**src/rtl/reduction_flag_tracker.sv**
```systemverilog
// Sequential checker stage behind the 8-bit reduction unit. It registers each valid flag
// sample, flags rising edges, and keeps one saturating event counter per flag. A small
// request/response FSM returns a single counter value two cycles after each request.
module reduction_flag_tracker #(
    parameter int unsigned NFLAGS = 5,
    parameter int unsigned CNT_W  = 8
) (
    input  logic              clk,
    input  logic              rst,
    input  logic              in_valid,
    input  logic [NFLAGS-1:0] in_flags,
    input  logic              clear,
    input  logic              rd_req,
    input  logic [2:0]        rd_sel,
    output logic [NFLAGS-1:0] flags_q,
    output logic              any_edge,
    output logic              busy,
    output logic              rd_valid,
    output logic [CNT_W-1:0]  rd_data
);

    localparam int unsigned SEL_W = 3;
    localparam logic [CNT_W-1:0] CNT_MAX = '1;

    typedef enum logic [1:0] {
        IDLE = 2'd0,
        CAPT = 2'd1,
        RESP = 2'd2
    } state_t;

    logic [NFLAGS-1:0]            rise;
    logic [NFLAGS-1:0][CNT_W-1:0] cnt;
    logic [NFLAGS-1:0][CNT_W-1:0] cnt_nxt;
    logic [CNT_W-1:0]             sel_cnt;
    logic [SEL_W-1:0]             sel;
    state_t                       state;
    state_t                       state_nxt;
    logic                         cap_sel;
    logic                         load_data;

    // Rising flags relative to the last accepted sample (all-zero after reset or clear)
    assign rise = in_flags & ~flags_q;

    // Flag sample register and one-cycle rising-edge pulse; clear discards the sample
    always_ff @(posedge clk or posedge rst) begin
        if (rst) begin
            flags_q  <= '0;
            any_edge <= 1'b0;
        end else if (clear) begin
            flags_q  <= '0;
            any_edge <= 1'b0;
        end else if (in_valid) begin
            flags_q  <= in_flags;
            any_edge <= |rise;
        end else begin
            any_edge <= 1'b0;
        end
    end

    // Per-flag counter update: increment on a rising flag, stick at the maximum value
    always_comb begin
        cnt_nxt = cnt;
        for (int i = 0; i < int'(NFLAGS); i++) begin
            if (clear) begin
                cnt_nxt[i] = '0;
            end else if (in_valid && rise[i] && (cnt[i] != CNT_MAX)) begin
                cnt_nxt[i] = cnt[i] + CNT_W'(1);
            end
        end
    end

    // Event counter bank
    always_ff @(posedge clk or posedge rst) begin
        if (rst) begin
            cnt <= '0;
        end else begin
            cnt <= cnt_nxt;
        end
    end

    // Counter selected by the captured index; indices past the last flag read as zero
    always_comb begin
        sel_cnt = '0;
        for (int i = 0; i < int'(NFLAGS); i++) begin
            if (sel == SEL_W'(i)) begin
                sel_cnt = cnt[i];
            end
        end
    end

    // Read FSM state register
    always_ff @(posedge clk or posedge rst) begin
        if (rst) begin
            state <= IDLE;
        end else begin
            state <= state_nxt;
        end
    end

    // Read FSM next state and capture/load strobes; requests outside IDLE are dropped
    always_comb begin
        state_nxt = state;
        cap_sel   = 1'b0;
        load_data = 1'b0;
        case (state)
            IDLE: begin
                if (rd_req) begin
                    cap_sel   = 1'b1;
                    state_nxt = CAPT;
                end
            end
            CAPT: begin
                load_data = 1'b1;
                state_nxt = RESP;
            end
            RESP: begin
                state_nxt = IDLE;
            end
            default: begin
                state_nxt = IDLE;
            end
        endcase
    end

    // Registered read-side outputs, derived from the next state so they align with it
    always_ff @(posedge clk or posedge rst) begin
        if (rst) begin
            sel      <= '0;
            rd_data  <= '0;
            busy     <= 1'b0;
            rd_valid <= 1'b0;
        end else begin
            if (cap_sel) begin
                sel <= rd_sel;
            end
            if (load_data) begin
                rd_data <= sel_cnt;
            end
            busy     <= (state_nxt != IDLE);
            rd_valid <= (state_nxt == RESP);
        end
    end

endmodule

```
**config.mk**
```make
export PLATFORM = sky130hd
export DESIGN_NAME = reduction_flag_tracker
export DESIGN_NICKNAME = d
export VERILOG_FILES = /design/src/rtl/reduction_flag_tracker.sv
export SDC_FILE = /design/constraint.sdc
export NUM_CORES = 1
export LEC_CHECK = 0
export ABC_AREA = 0
export CORE_MARGIN = 2
export CORE_UTILIZATION = 40
export CTS_CLUSTER_SIZE = 12
export DETAILED_ROUTE_END_ITERATION = 6
export GPL_ROUTABILITY_DRIVEN = 0
export SYNTH_ARGS = -nofsm -noshare
export SYNTH_HDL_FRONTEND = slang
export SYNTH_SLANG_ARGS = --single-unit
```
**constraint.sdc**
```tcl
create_clock -name clk -period 1.8 [get_ports clk]
set_clock_uncertainty 0.05 [all_clocks]
set_input_delay 0.36 -clock clk [delete_from_list [all_inputs] [get_ports clk]]
set_output_delay 0.36 -clock clk [all_outputs]
set_load 0.03 [all_outputs]
```
==> impl_metrics.yaml <==
pwr:
  p_leak_nw: 1.758
  swShare: 0.2930
  p_clk_frac: 0.355
  switchingPower_mw: 1.027
  intPower_mw: 2.477
  p_per_area_nw_per_um2: 879.6
  ir_drop_uv: 361.7
  combinationalPowerShare: 0.204
  seqPwrFrac: 0.442
die:
  die_width_um: 93.08
  ios: 29
  std_cell_rows: 32
  die_h_um: 93.08
  die-area_um2: 8664
  start_util: 0.4108
  core_um2: 7727
grt:
  track_usage: 0.1795
  grt_pass1_vias: 2477
  grt_first_pass_wirelength_um: 12160
  antenna_found_initial: 0
  overflow: 0
  grt_max_degree: 61
critical_path:
  r2r_cells: 4
  critPathLaunchType: "input pin"
  cp.arrival_ns: 1.96
  reg2reg_slack_ns: 0.11
  reg2reg_from: "sel[0]"
  r2r-end: "rd_data[7]"
  critPathCaptureType: "flip-flop"
  required_ns: 2.01
  worstPathMaxFanout: 7
  path_class: "in -> reg"
sta:
  worst_pin_slew_ns: 0.4951
  whs_ns: 0.4132
  final-setup-viol-count: 0
  relSlewSlack: 0.6682
  finalHoldViolations: 0
  min_period_over_period: 0.9731
  finalCriticalPeriod_ns: 1.752
  slew_viol_final: 0
  final.setup.tns_ns: 0
  fmax_mhz: 570.9
  rsz0062_at_grt: "no"
drt:
  routed_wl_um: 7295
  drtIter0Drc: 155
  drt_pass1_iterations: 4
  avgViaCountPerCell: 5.378
  vias: 2592
  wl_per_cell_um: 15.13
  drtAntennaViolNets: 0
  drc: 0
logic_synthesis:
  synth_nets: 341
  netlist_area_um2: 3174
  syn_inst: 323
  async_flop_share: 1.000
  synth_ff_type: "dfrtp_1"
  ys_types: 48
  synth-seq-cells: 60
  yosysWarningCount: 0
  avgSynthCellArea_um2: 9.828
  synth_edf_count: 0
  synth-seq-area-share: 0.4730
cells_and_area:
  layout_commonest_cell: "dfrtp_1"
  nNetsFinal: 393
  area_growth_pct: 25.46
  drive_gt1_frac: 0.1421
  utilization: 0.5154
  num_antenna_cells: 0
  final_cell_mix: "60 x dfrtp_1, 41 x nor2_1, 28 x buf_4, 18 x a21oi_1, 18 x mux2i_1"
  fill_cells: 757
cts:
  cts_buffers: 9
  path_clk_slew_ns: 0.07
  htreeDepth: 3
  worstSkewPairLatency_ns: 0.33
  cts_buffer_depth: 2
  cts.sinks: 60
  cts_tree: "yes"
  clockRootBuffer: "clkbuf_8"
placement:
  io_buffers: 28
  dp_hpwl_um: 5118
min_path:
  min_path_type: "in -> async"
status:
  status: "finished, final reports clean"
flow_run:
  drv_cap: 0
## logic make-up (layout without fill, tap and decap cells)
family	Yosys count	after routing	synth area share
and+or+nand+nor	126	126	0.2085
AOI/OAI and AO/OA	71	71	0.1506
DFF	60	60	0.4730
buffers and inverters	25	82	0.03153
muxes	22	22	0.07804
xor gates and xnor gates	14	14	0.03863
adders and majority gates	5	5	0.01971
## power by group through the flow
stage / registers [mW] / clock network, mW / logic (mW)
2_1_floorplan: 1.70 / 0 / 0.300
3_3_place_gp: 1.57 / 0 / 0.720
6_report: 1.55 / 1.24 / 0.714
5_1_grt: 1.56 / 1.35 / 0.770
3_5_place_dp: 1.58 / 0 / 0.730
4_1_cts: 1.55 / 1.28 / 0.727
## how the worst max path moves through the flow
stage	startpoint	slack (ns)	endpoint	cells past startpoint
finish	in_valid	0.05	cnt[7]	5
detailed placement	in_valid	-0.32	cnt[7]	5
global route	rd_data[7]	0.0006	rd_data[7]	1
global placement	in_valid	-0.32	cnt[7]	5
CTS	rd_data[2]	0.01	rd_data[2]	1
floorplan	flags_q[3]	0.06	cnt[29]	4
## cells in the mapped netlist, drive strengths merged (5+ instances only)
master	count	area [µm²]
a21oi	18	90.09
nand4	8	50.05
o2bb2ai	5	43.79
nand2	16	60.06
inv	8	30.03
ha	5	62.56
a22oi	7	52.55
dfrtp	60	1501
nand3	10	55.05
or3	6	37.54
buf	5	25.03
and3	5	31.28
or4	5	37.54
nor3	8	40.04
o21ai	12	60.06
mux2i	18	180.2
nor2	41	153.9
xor2	10	87.58
clkbuf	12	45.04
a31oi	7	43.79
## flip-flops by register name, summed over array words and instances (netlist names)
name      flops
rd_data       8
sel           3
state         1
cnt          40
rd_valid      1
any_edge      1
busy          1
flags_q       5
## metal layers
metal	up-vias	track usage	wire [µm]
li1	1298	-	-
met1	1244	0.2527	3729
met2	44	0.2729	3289
met3	6	0.03546	215
met4	0	0.07108	60
met5	-	0	0
## final cells by class
cell class,instances,area (µm²),area share
clock inverters,4,47.55,0.01194
repair buffers,58,535.5,0.1345
clock buffers,12,155.1,0.03896
multi-input cells,238,1582,0.3971
inverters,8,33.78,0.008483
well taps,102,127.6,0.03205
flip-flops and latches,60,1501,0.3770
## through the flow
stage	power, mW	instances	setup slack, ns	cell area (µm²)
6_report	3.503	482	0.04836	3983
5_1_grt	3.689	482	0.0005953	3983
4_1_cts	3.554	482	0.01432	3966
3_5_place_dp	2.305	466	-0.3240	3766
3_3_place_gp	2.293	466	-0.3248	3766
2_1_floorplan	2.002	323	0.06113	3178
## worst max-delay path: stages
cell             delay [ns]
clkdlybuf4s50_1        0.53
nand3b_1               0.16
o21bai_2               0.27
or4_1                  0.48
a21oi_1                0.15
## timing repair
action | 4_1_cts | 5_1_grt
resized for setup | 7 | 6
buffers inserted | 0 | 0
hold buffers | 0 | 0
endpoints found under the setup margin | 13 | 8
Note: power is estimated with default switching activity, not from simulation.
